[src/rtl/rle_pkg.sv]
// Shared run-length codec definitions: field widths, decoder FSM states and
// the width of the debug output counter. Used by encoder, pair stage, decoder.
package rle_pkg;

    localparam int CW_DEF = 8;
    localparam int DW_DEF = 8;
    localparam int TOT_W  = 16;

    typedef enum logic {
        IDLE   = 1'b0,
        EXPAND = 1'b1
    } rle_dec_state_t;

endpackage

[src/rtl/rle_decoder_if.sv]
// Pair-in / byte-out stream bundle for the run-length decoder.
// slave: decoder side (takes pairs, drives bytes); master: upstream/sink side.
interface rle_decoder_if #(
    parameter int CW = 8,
    parameter int DW = 8
);
    logic          in_valid;
    logic          in_ready;
    logic [CW-1:0] in_count;
    logic [DW-1:0] in_data;
    logic          out_valid;
    logic          out_ready;
    logic [DW-1:0] out_data;

    modport slave (
        input  in_valid, in_count, in_data, out_ready,
        output in_ready, out_valid, out_data
    );

    modport master (
        output in_valid, in_count, in_data, out_ready,
        input  in_ready, out_valid, out_data
    );
endinterface

[src/rtl/rle_decoder.sv]
// Run-length decoder: expands each (count, byte) pair into count copies of byte.
// Ports: clk, rst (sync, active-high), bus (pair in / byte out stream),
//        zero_err (pulse on count-0 pair), busy, state, total_out (debug).
module rle_decoder
    import rle_pkg::*;
#(
    parameter int CW = CW_DEF,
    parameter int DW = DW_DEF
) (
    input  logic             clk,
    input  logic             rst,
    rle_decoder_if.slave     bus,
    output logic             zero_err,
    output logic             busy,
    output logic             state,
    output logic [TOT_W-1:0] total_out
);

    rle_dec_state_t   r_state;
    logic [CW-1:0]    r_rem;
    logic [DW-1:0]    r_data;
    logic             r_out_valid;
    logic             r_zero_err;
    logic [TOT_W-1:0] r_total;

    logic w_last;
    logic w_expand;
    logic w_pair_ok;

    assign w_last    = (r_rem == CW'(1));
    assign w_expand  = (r_state == EXPAND);
    assign w_pair_ok = (bus.in_count != '0);

    // Combinational from out_ready so a new run can start on the edge
    // that retires the last byte of the current one.
    assign bus.in_ready  = !w_expand | (bus.out_ready & w_last);
    assign bus.out_valid = r_out_valid;
    assign bus.out_data  = r_data;

    assign zero_err  = r_zero_err;
    assign busy      = w_expand;
    assign state     = w_expand;
    assign total_out = r_total;

    always_ff @(posedge clk) begin
        if (rst) begin
            r_state     <= IDLE;
            r_rem       <= '0;
            r_data      <= '0;
            r_out_valid <= 1'b0;
            r_zero_err  <= 1'b0;
            r_total     <= '0;
        end else begin
            r_zero_err <= 1'b0;
            if (r_out_valid && bus.out_ready)
                r_total <= r_total + TOT_W'(1);
            unique case (r_state)
                IDLE: begin
                    if (bus.in_valid) begin
                        if (w_pair_ok) begin
                            r_data      <= bus.in_data;
                            r_rem       <= bus.in_count;
                            r_out_valid <= 1'b1;
                            r_state     <= EXPAND;
                        end else begin
                            r_zero_err <= 1'b1;
                        end
                    end
                end
                EXPAND: begin
                    if (bus.out_ready) begin
                        if (!w_last) begin
                            r_rem <= r_rem - CW'(1);
                        end else if (bus.in_valid && w_pair_ok) begin
                            r_data <= bus.in_data;
                            r_rem  <= bus.in_count;
                        end else begin
                            // Pair (if any) is bad; drop it and fall idle.
                            r_zero_err  <= bus.in_valid;
                            r_rem       <= '0;
                            r_data      <= '0;
                            r_out_valid <= 1'b0;
                            r_state     <= IDLE;
                        end
                    end
                end
                default: r_state <= IDLE;
            endcase
        end
    end

endmodule
[src/flat_wrapper.sv]
// flat-port wrapper written by rule: the top's interface ports become plain ports
module rle_decoder_flat import rle_pkg::*;
#(
    parameter int CW = CW_DEF,
    parameter int DW = DW_DEF
)
  (clk, rst, zero_err, busy, state, total_out, bus_in_valid, bus_in_count, bus_in_data, bus_out_ready, bus_in_ready, bus_out_valid, bus_out_data);
  rle_decoder_if #(.CW(CW), .DW(DW)) bus_i ();
  input  logic clk;
  input  logic rst;
  output logic zero_err;
  output logic busy;
  output logic state;
  output logic [TOT_W-1:0] total_out;
  input wire logic [$bits(bus_i.in_valid)-1:0] bus_in_valid;
  input wire logic [$bits(bus_i.in_count)-1:0] bus_in_count;
  input wire logic [$bits(bus_i.in_data)-1:0] bus_in_data;
  input wire logic [$bits(bus_i.out_ready)-1:0] bus_out_ready;
  output wire logic [$bits(bus_i.in_ready)-1:0] bus_in_ready;
  output wire logic [$bits(bus_i.out_valid)-1:0] bus_out_valid;
  output wire logic [$bits(bus_i.out_data)-1:0] bus_out_data;
  assign bus_i.in_valid = bus_in_valid;
  assign bus_i.in_count = bus_in_count;
  assign bus_i.in_data = bus_in_data;
  assign bus_i.out_ready = bus_out_ready;
  assign bus_in_ready = bus_i.in_ready;
  assign bus_out_valid = bus_i.out_valid;
  assign bus_out_data = bus_i.out_data;
  rle_decoder #(.CW(CW), .DW(DW)) u_core (.clk(clk), .rst(rst), .bus(bus_i), .zero_err(zero_err), .busy(busy), .state(state), .total_out(total_out));
endmodule
[config.mk]
export PLATFORM = sky130hd
export DESIGN_NAME = rle_decoder_flat
export DESIGN_NICKNAME = d
export VERILOG_FILES = /design/src/rtl/rle_pkg.sv /design/src/rtl/rle_decoder_if.sv /design/src/rtl/rle_decoder.sv /design/src/flat_wrapper.sv
export SDC_FILE = /design/constraint.sdc
export NUM_CORES = 1
export LEC_CHECK = 0
export ABC_AREA = 1
export CORE_ASPECT_RATIO = 0.5
export CORE_MARGIN = 4
export CORE_UTILIZATION = 44
export DETAILED_ROUTE_END_ITERATION = 16
export PLACE_DENSITY = 0.76
export SYNTH_ARGS = -nofsm -noshare
export SYNTH_HDL_FRONTEND = slang
export SYNTH_SLANG_ARGS = --single-unit
[constraint.sdc]
create_clock -name clk -period 1.46 [get_ports clk]
set_clock_uncertainty 0.15 [all_clocks]
set_input_delay 0.292 -clock clk [delete_from_list [all_inputs] [get_ports clk]]
set_output_delay 0.292 -clock clk [all_outputs]
set_load 0.02 [all_outputs]
# Word-level counts from Yosys, hierarchy flattened
# Index checks and enable logic that the tools add are counted.
word_totals:
  ff_bits: 35
  latch_bits: 0
  ramBits: 0
  romBits: 0
  inputBits: 20
  output_inout_bits: 29
  wordCells: 54
  memories: 0
classes:
  add_sub_neg: 2
  mul: 0
  n_div: 0
  n_lt_le_gt_ge: 0
  n_eq_ne: 6
  shift: 0
  mux: 30
  n_bitwise: 3
  n_reduce_logical: 7
ops:
  columns: ["cell", "n"]
  rows:
  - ["8-bit two-way mux", 10]
  - ["8-bit one-hot mux with 2 select lines", 2]
  - ["16-bit by 1-bit adder with 16-bit output (second input constant)", 1]
  - ["1-bit two-way mux", 15]
  - ["8-bit by 1-bit == test with 1-bit output (second input constant)", 1]
  - ["2-bit != test (second input constant)", 4]
  - ["8-bit nonzero test", 1]
  - ["8-bit by 1-bit subtractor with 8-bit output (second input constant)", 1]
  - ["1-bit one-hot mux with 2 select lines", 3]
  - ["5-bit AND reduction", 1]
  - ["4-bit AND reduction", 1]
  - ["3-bit AND reduction", 1]
  - ["1-bit logical AND", 2]
  - ["2-bit by 1-bit != test with 1-bit output (second input constant)", 1]
  - ["1-bit bitwise AND", 1]
  - ["1-bit zero test", 1]
  - ["1-bit inverter", 1]
  - ["1-bit bitwise OR", 1]

# Logic depth before layout (Yosys ltp)
depth:
  word_depth: 6
  ltp_mapped: 10
  mapped_depth_nobuf: 10

# Worst setup path before layout
# Ideal clock, no wire load.
synth_timing:
  kind: "register to output"
  start: "reg u_core.r_rem[1]"
  end: "out bus_in_ready"
  t_arrival_ps: 1267
  required_time_ps: 1018
  path_slack_ps: -249
  stages_incl_launch_ff: 8
  n_path_buf: 1
  cell_sequence: "dfxtp_1 inv_1 ha_1 nand2_1 nor2_4 nor2_4 buf_2 nor2_1"
synth_between:
  elab_chain_len: 3
synth_lines:
  columns: ["item", "line", "rtl"]
  rows:
  - ["from (decl)", "rle_decoder.sv:20", "logic [CW-1:0] r_rem;"]
  - ["from (signal assigned)", "rle_decoder.sv:62", "r_rem <= bus.in_count;"]
  - ["from (signal assigned)", "rle_decoder.sv:73", "r_rem <= r_rem - CW'(1);"]
  - ["from (signal assigned)", "rle_decoder.sv:76", "r_rem <= bus.in_count;"]
  - ["8-bit by 1-bit == test with 1-bit output", "rle_decoder.sv:30", "assign w_last = (r_rem == CW'(1));"]
  - ["1-bit bitwise AND", "rle_decoder.sv:36", "assign bus.in_ready = !w_expand | (bus.out_ready & w_last);"]
  - ["1-bit bitwise OR", "rle_decoder.sv:36", null]
  - ["to (decl)", "flat_wrapper.sv:19", "output wire logic [$bits(bus_i.in_ready)-1:0] bus_in_ready;"]
# No other way between the ends.

# Worst setup path after layout
layout_timing:
  start: "reg u_core.r_rem[1]"
  end: "reg u_core.r_rem[6]"
layout_between:
  elab_chain_len: 4
  elab_cells_between_ends: 5
  cone_classes: "add/sub (1); eq/ne (1); mux (3)"
layout_lines:
  columns: ["item", "line", "rtl"]
  rows:
  - ["8-bit by 1-bit subtractor with 8-bit output or 8-bit by 1-bit == test with 1-bit output (tied branches)", "rle_decoder.sv:73, rle_decoder.sv:30", null]
  - ["8-bit two-way mux *", "rle_decoder.sv:72", "if (!w_last) begin"]
  - ["8-bit two-way mux *", "rle_decoder.sv:71", "if (bus.out_ready) begin"]
  - ["8-bit one-hot mux with 2 select lines *", "rle_decoder.sv:57", "unique case (r_state)"]
# Mark *: on every way between the ends. The rest lies on a longest branch, timed or not. The select of a mux whose other input is x is not followed.
# A chain may end at the register's enable or synchronous reset.

==> results.toml <==
[cts]
clk_pin_slew_ps = 80
cts_max_level = 2
cts_tree = "done"
cts_sinks = 35
hold_buffers = 0
clockRootBuffer = "clkbuf_8"
clk_path_buf_depth = 2
clkLatencyLatePin_ps = 300
numCtsBuffers = 5

[routing]
drc_errors = 0
routed.top_layer = "met4"
wl_met1_mm = 2.79
wl_mm = 7.79
wl_met3_um = 652
first_pass_iters = 5
route.met2.wl_mm = 3.77
viasPerCell = 5.65
drtAntennaViolNets = 0
wire_per_inst_um = 18.0
drtIter0Drc = 208
num_vias = 2448

[pwr]
intPower_mw = 1.83
leakagePower_nw = 1.49
clock_power_share_pct = 29.6
combPwrFrac_pct = 31.7
p_sw_mw = 0.903
p_seq_share_pct = 38.7
vdd_drop_max_v = 0.000637
p_per_area_mw_per_mm2 = 838
p_sw_share_pct = 33.0

[final_layout]
regArea_um2 = 718
final_nets = 401
area_delta_synth_final_pct = 74.9
multi_input_area_mm2 = 0.00128
fin_util_pct = 81.9
mostFrequentLayoutCell = "buf_4"
final_area_mm2 = 0.00326
nFillCells = 237
drive_above_1_share_pct = 44.3
num_antenna_cells = 0
fin_cells = 433
final_cell_mix = "50 x buf_4, 39 x nand2_1, 25 x dfxtp_1"

[sta]
slew_headroom_pct = 81.3
fmaxAchievable_mhz = 558
worst_slack_ps = -333
setup_viol = 25
hold_viol = 0
holdWs_ps = 90.4
drv_slew = 0
post-route-period-util_pct = 123
tightest_slew_ps = 278
min_period_ps = 1790
rsz0062_at_grt = "true"

[logic_synthesis]
ys_seq_area_share_pct = 37.6
synth-xor-area-share_pct = 1.41
synthMuxAreaShare_pct = 0
yosysWarningCount = 0
synth_top_family_by_area = "simple AND/OR/NAND/NOR gates"
ys_seq_elements = 35
synth-compound-area-share_pct = 15.0
syn_area_mm2 = 0.00187
synth-simple-area-share_pct = 35.5
syn_inst = 269
ys_types = 29
synth_nets = 292
syn_avg_cell_area_um2 = 6.94
synthAdderAreaFrac_pct = 2.01

[global_route]
antenna_found_initial = 0
grt_pass1_wl_mm = 10.3
track_usage_pct = 24.5
grt_max_degree = 14
grt_remaining_overflow = 0
grt_pass1_vias = 2215

[die]
start_util_pct = 46.8
die_x_um = 100
placementRows = 16
dieArea_mm2 = 0.00541
pin_count = 49
coreArea_mm2 = 0.00398
die_y_um = 54.0

[place]
hpwl_mm = 3.92
io_buffers = 48
place_area_mm2 = 0.00276
dpl.cell_count = 406
gp_congestion = 0.869

[critical_path]
worst-setup-path-type = "register to register"
required_ps = 1530
cp-start-kind = "register"
worst_setup_path_end_kind = "register"
worst_ep_arrival_time_ps = 1860
path_max_fanout = 7

[run]
cap_violations = 0

[status]
status = "finished, violations left"
violations = "setup timing"

[worst_hold_path]
hold_class = "input pin to register"
## critical path, stage by stage (launching register included)
cell      delay, ps
dfxtp_2         330
inv_2            80
ha_4            140
nand2_4          60
nor2_4          130
nor2_4           60
buf_4           150
buf_12          130
buf_8           130
nand3_2          50
o211ai_1         90
a21oi_1         200
## state kept, by name, summed over array words and instances, names as in the netlist
register	flops
u_core.r_rem	8
u_core.total_out	16
u_core.busy	1
u_core.zero_err	1
u_core.bus.out_valid	1
u_core.bus.out_data	8
## cells by family (layout without fill, tap and decap cells)
kind of cell | Yosys count | count (layout)
AO/OA/AOI/OAI | 52 | 52
buffers and inverters | 38 | 148
AND/OR/NAND/NOR | 138 | 138
flip-flops | 35 | 35
XOR/XNOR | 3 | 3
adder cells (fa/ha/maj) | 3 | 3
## metrics by stage
step	power (mW)	setup WS, ps	setup TNS, ps
after floorplan	1.42	-40.4	-40.4
after global routing	2.83	-408	-6300
after global placement	1.69	-620	-14980
final	2.74	-333	-4300
after detailed placement	1.71	-640	-16330
after CTS	2.58	-237	-2790
## cells in the mapped netlist
library cell	count	area share, %
o21bai_1	1	0.40
dfxtp_1	35	38
inv_1	25	5.0
nand3_2	1	0.54
nand3_1	23	6.2
o211ai_1	5	2.0
nand4_1	5	1.7
o21ai_1	1	0.27
nor3_4	2	1.7
xor2_1	2	0.94
buf_2	3	0.80
nand2_1	52	10
nor2_4	3	1.8
clkbuf_1	2	0.40
xnor2_1	1	0.47
nor2_2	3	1.0
nand2_2	4	1.3
buf_6	1	0.60
clkinv_2	1	0.27
o21ai_0	17	4.6
ha_1	3	2.0
a21oi_1	27	7.2
nor2_1	35	7.0
o21ai_2	1	0.47
nand2_4	2	1.2
nor3b_2	1	0.67
nor3_1	7	1.9
buf_4	1	0.40
inv_2	5	1.0
## final cells by class
class | instances | area share [%]
Timing Repair inverter | 1 | 0.268
Clock buffer | 8 | 3.07
Timing Repair Buffer | 108 | 29.2
Tap cell | 54 | 2.07
Sequential cell | 35 | 22.0
Multi-Input combinational cell | 196 | 39.3
Inverter | 31 | 4.10
## per-layer routing
metal	up-vias	track usage (%)
met5	-	0
met4	0	11.9
met3	60	4.79
met2	164	45.4
met1	1123	28.0
li1	1101	-
## worst paths after layout
| check | cells after the start | end | startpoint | slack [ps] |
|---|---|---|---|---|
| setup reg to reg | 11 | u_core.r_rem[6] | u_core.r_rem[1] | -330 |
| hold / removal | 3 | u_core.r_rem[0] | bus_in_count[0] | 90 |
| setup / recovery | 11 | u_core.r_rem[6] | u_core.r_rem[1] | -330 |
| hold reg to reg | 2 | u_core.bus.out_data[2] | u_core.bus.out_data[2] | 320 |
## power groups by stage
stage               logic, mW  registers (mW)  clock network [mW]
floorplan               0.318            1.10                   0
global placement        0.631            1.06                   0
detailed placement      0.645            1.07                   0
CTS                     0.738            1.05               0.798
global route            0.921            1.06               0.848
finish                  0.867            1.06               0.810
## what timing repair did
action / CTS / global route
setup buffers: 10 / 10
setup endpoints to repair: 57 / 38
pin swaps: 20 / 28
cloned: 2 / 0
resized for setup: 100 / 75
No activity file was read; power rests on OpenSTA's default activity.
==> variant 1, RTL diff (config.mk and constraints unchanged) <==
The package constant `TOT_W` goes from 16 to 20.
--- a/src/rtl/rle_pkg.sv
+++ b/src/rtl/rle_pkg.sv
@@ -6,3 +6,3 @@
     localparam int DW_DEF = 8;
-    localparam int TOT_W  = 16;
+    localparam int TOT_W  = 20;
 
Ports: changed (resized total_out); port bits go from 49 to 53. No check against the original RTL was run, so the function may have changed too.
==> variant 1 against the unedited design <==
- the flow still finishes with violations (setup timing)
- non-clock buffer count fell by 1
- setup slack improved by 52 ps
- routed wire length fell by 15%
- total power rose by 4.4%
- sequential cell count rose by 4
- first-iteration DRC count down 66%
- clock power increased by 17%
- area after synthesis up 13%
- core utilization fell by 3.2 points
- final area grew 8.7%
- critical path type is now reg2out
- largest power group unchanged
==> variant 1: results (changes against the unedited design) <==
fillers: 319  # +35%
outcome: "finished with violations"
drive_above_1_share_pct: 40.5  # -3.8 points
htreeDepth: 2  # unchanged
grt_util_met1_pct: 24.6  # -3.3 points
dp_hpwl_mm: 4.38  # +12%
comb-power_mw: 0.768  # -11%
final_design_area_no_fill_mm2: 0.00355  # +8.7%
arrival_ps: 1300  # -560 ps
drtIter0Drc: 70  # -66%
wl_met1_mm: 2.66  # -4.6%
io_buffers: 52  # +8.3%
grt_use_total_pct: 22.0  # -2.4 points
switchingPower_mw: 0.839  # -7.1%
signal_buffers: 107  # -0.93%
synthDistinctLibCells: 33  # +14%
largest_reg_flops: 20  # +4
place.gp.congestion: 0.861  # -0.94%
synth_area_leaders: "dfxtp_1, nand2_1, nor2_1"
wl_met3_um: 343  # -47%
grt_util_met3_pct: 4.97  # +0.19 points
violations: "setup timing"
irDropWorstVdd_v: 0.000430  # -32%
drt-pass1-iter-count: 4  # -1
power.leakage_nw: 1.63  # +9.5%
syn-num-nets: 329  # +13%
vias_per_cell: 5.03  # -11%
crit_slowest_cell: "dfxtp_1"
worst_pin_slew_ps: 335  # +56.3 ps
antenna_cells: 0  # unchanged
path_max_fanout: 2  # -5
area_share_clock_buf_inv_pct: 3.31  # +0.25 points
yosysSeqAreaShare_pct: 36.9  # -0.68 points
nonClkBufAreaFrac_pct: 26.8  # -2.4 points
fin_nets: 437  # +9.0%
inv_count: 43  # +34%
power_mw: 2.86  # +4.4%
final.setup.worst_slack_ps: -281  # +51.9 ps
avgRoutedWirePerCell_um: 13.8  # -23%
final-setup-viol-count: 19  # -24%
final_cells: 481  # +11%
syn_inst: 306  # +14%
dp_cells: 463  # +14%
grt_max_degree: 22  # +8
num-multi-input-gates: 218  # +11%
use_met2_pct: 41.8  # -3.6 points
seq_share_pct: 23.2  # +1.2 points
multi_input_area_mm2: 0.00139  # +8.7%
grt_pass1_vias: 2439  # +10%
nClkBuffers: 6  # -2
wl_met2_mm: 3.47  # -8.0%
fin_tns_setup_ps: -2410  # +1890 ps
placed_cell_area_mm2: 0.00309  # +12%
clock_power_mw: 0.951  # +17%
## variant 1: changes by cell type after synthesis, sizes merged, moves of 3 or more
cell   unedited run  this run
nand4             5         2
a21oi            27        30
nor2             41        47
dfxtp            35        39
nor3              9         5
xor2              2         5
nand2            58        71
inv              30        42
o21a              0         3
## variant 1: per-stage QoR
stage / setup WS [ps] / hold WS, ps / utilization, %
finish: -281 / 253 / 78.7
global route: -354 / 267 / 78.7
CTS: -315 / 234 / 75.1
detailed placement: -585 / 323 / 68.5
global placement: -558 / 305 / 68.5
floorplan: 7.77 / 222 / -
## variant 1: what timing repair did
action	CTS	global route
endpoints found under the setup margin	64	51
buffers inserted	10	6
cloned	0	1
gates resized for setup	112	70
pin swaps	25	27
endpoints found under the hold margin	0	0
## variant 1: path summary, 6_finish.rpt
| path | cells past startpoint | to | slack (ps) | start |
|---|---|---|---|---|
| max reg2reg | 10 | u_core.bus.out_data[3] | -180 | u_core.r_rem[2] |
| max | 8 | bus_in_ready | -280 | u_core.r_rem[2] |
| min reg2reg | 2 | u_core.bus.out_data[5] | 330 | u_core.bus.out_data[5] |
| min | 3 | u_core.r_rem[0] | 250 | bus_in_count[0] |
## variant 1: worst max-delay path: cells and delay by family, from the launching register on
| family | cells | cell delay, ps |
|---|---|---|
| buf+inv | 3 | 250 |
| compound gates | 1 | 70 |
| flops | 1 | 330 |
| simple gates | 4 | 360 |
## variant 1: logic make-up (layout without fill, tap and decap cells)
family,after synthesis,after routing,synth area share [%]
compound gates,56,56,14.7
xor+xnor,7,7,2.90
fa+ha+maj,3,3,1.77
buf+inv,49,158,9.10
flops,39,39,36.9
simple gates,152,152,34.6
==> variant 2, RTL diff (same flow settings) <==
Made on the original files. Reset style: asynchronous (`rst`), changed in one clocked block.
--- a/src/rtl/rle_decoder.sv
+++ b/src/rtl/rle_decoder.sv
@@ -44,3 +44,3 @@
 
-    always_ff @(posedge clk) begin
+    always_ff @(posedge clk or posedge rst) begin
         if (rst) begin
Formal check against the unedited RTL: differs if rst is asserted again (counterexample within 4 cycles, from zero or initial values and one cycle with rst high); with rst held inactive, the same outputs for 10 cycles.
==> variant 2 against the unedited design <==
- the run still ends with setup timing left
- maximum frequency is 1.3% higher
- sequential cell count stayed put
- routed wire length decreased by 20%
- sequential share of layout area rose by 3.9 points
- setup slack improved by 23 ps
- core utilization shrank 4.6 points
- area after synthesis grew 7.3%
- final area rose by 4.3%
- largest cell class unchanged
Power is not compared: it rests on default switching activity, and its combinational part moved more than twofold at a synthesized area within 25%.
==> variant 2: results (changes against the unedited design) <==
violations: "setup timing"
crit_path_start: "u_core.r_rem[0]"
final-setup-viol-count: 23  # -8.0%
critPathMaxStageDelay_ps: 440  # +110 ps
arrival_ps: 1330  # -530 ps
yosysSeqAreaShare_pct: 43.8  # +6.2 points
syn-num-nets: 279  # -4.5%
critPathTopFamily: "flip-flops"
worstRegToRegCells: 10  # -1
drt-total-wl_mm: 6.23  # -20%
path_max_fanout: 2  # -5
drive_above_1_share_pct: 46.0  # +1.6 points
grt_pass1_wl_mm: 9.08  # -12%
place.gp.congestion: 0.870  # +0.13%
final.setup.worst_slack_ps: -310  # +22.8 ps
grt_use_total_pct: 20.0  # -4.5 points
fin_nets: 405  # +1.0%
grt_pass1_vias: 2043  # -7.8%
synth_area_leaders: "dfrtp_1, nand2_1, inv_1"
grt_max_degree: 36  # +22
crit_slowest_cell: "dfrtp_2"
hold_class: "in2async"
outcome: "finished with violations"
vias_per_cell: 4.90  # -13%
drt-pass1-iter-count: 4  # -1
syn_inst: 256  # -4.8%
variant 2: layout make-up:
type	instances	area, µm²	share of cell area, %
repair buffers	121	1010	29.6
inverters	36	143	4.19
flip-flops and latches	35	882	25.9
clock inverters	1	5.00	0.147
multi-input cells	183	1220	35.8
well taps	57	71.3	2.09
clock buffers	7	76.3	2.24
variant 2: kinds of logic (layout without fill, tap and decap cells):
logic type	Yosys count	after routing	synth area share, %
simple gates	140	141	32.2
buf+inv	39	165	8.25
flops	35	35	43.8
compound gates	26	26	8.25
xor+xnor	13	13	5.69
fa+ha+maj	3	3	1.88
variant 2: timing repair:
item                       CTS  global route
setup endpoints to repair   56            55
gates resized for setup     83            88
pin swaps                   13            23
cloned                       0             2
buffers inserted             8            14
variant 2: worst min-delay path by stage:
stage / start / to / slack, ps
floorplan: rst / u_core.bus.out_data[0] / 300
global placement: u_core.bus.out_data[7] / u_core.bus.out_data[7] / 310
detailed placement: u_core.bus.out_data[1] / u_core.bus.out_data[1] / 320
CTS: rst / u_core.total_out[4] / 190
global route: rst / u_core.bus.out_data[6] / 210
finish: rst / u_core.r_rem[1] / 190
variant 2: power by group through the flow:
| stage | clock network (mW) | logic, mW | registers (mW) |
|---|---|---|---|
| floorplan | 0 | 1.04 | 1.65 |
| global placement | 0 | 2.19 | 1.44 |
| detailed placement | 0 | 2.26 | 1.46 |
| CTS | 0.718 | 2.39 | 1.46 |
| global route | 0.769 | 3.16 | 1.56 |
| finish | 0.696 | 2.92 | 1.53 |
variant 2: per-layer routing:
layer / global-route usage (%) / vias up / wire (µm)
li1: - / 1047 / -
met1: 24.5 / 1025 / 2680
met2: 32.9 / 70 / 3090
met3: 6.26 / 16 / 321
met4: 7.56 / 0 / 145
met5: 0 / - / 0
variant 2: worst reg2reg max path: cells and delay by family (launching register included):
kind | cells | cell delay, ps
buffers and inverters | 3 | 410
AND/OR/NAND/NOR | 5 | 420
AO/OA/AOI/OAI | 1 | 70
flip-flops | 1 | 440
adder cells (fa/ha/maj) | 1 | 170
variant 2: stage by stage:
step	setup TNS (ps)	setup slack, ps	instance area (µm²)
3_3_place_gp	-13130	-578	2940
6_report	-4560	-310	3400
3_5_place_dp	-14400	-574	2940
4_1_cts	-3130	-324	3120
5_1_grt	-6320	-378	3400
2_1_floorplan	-171	-95.5	2020
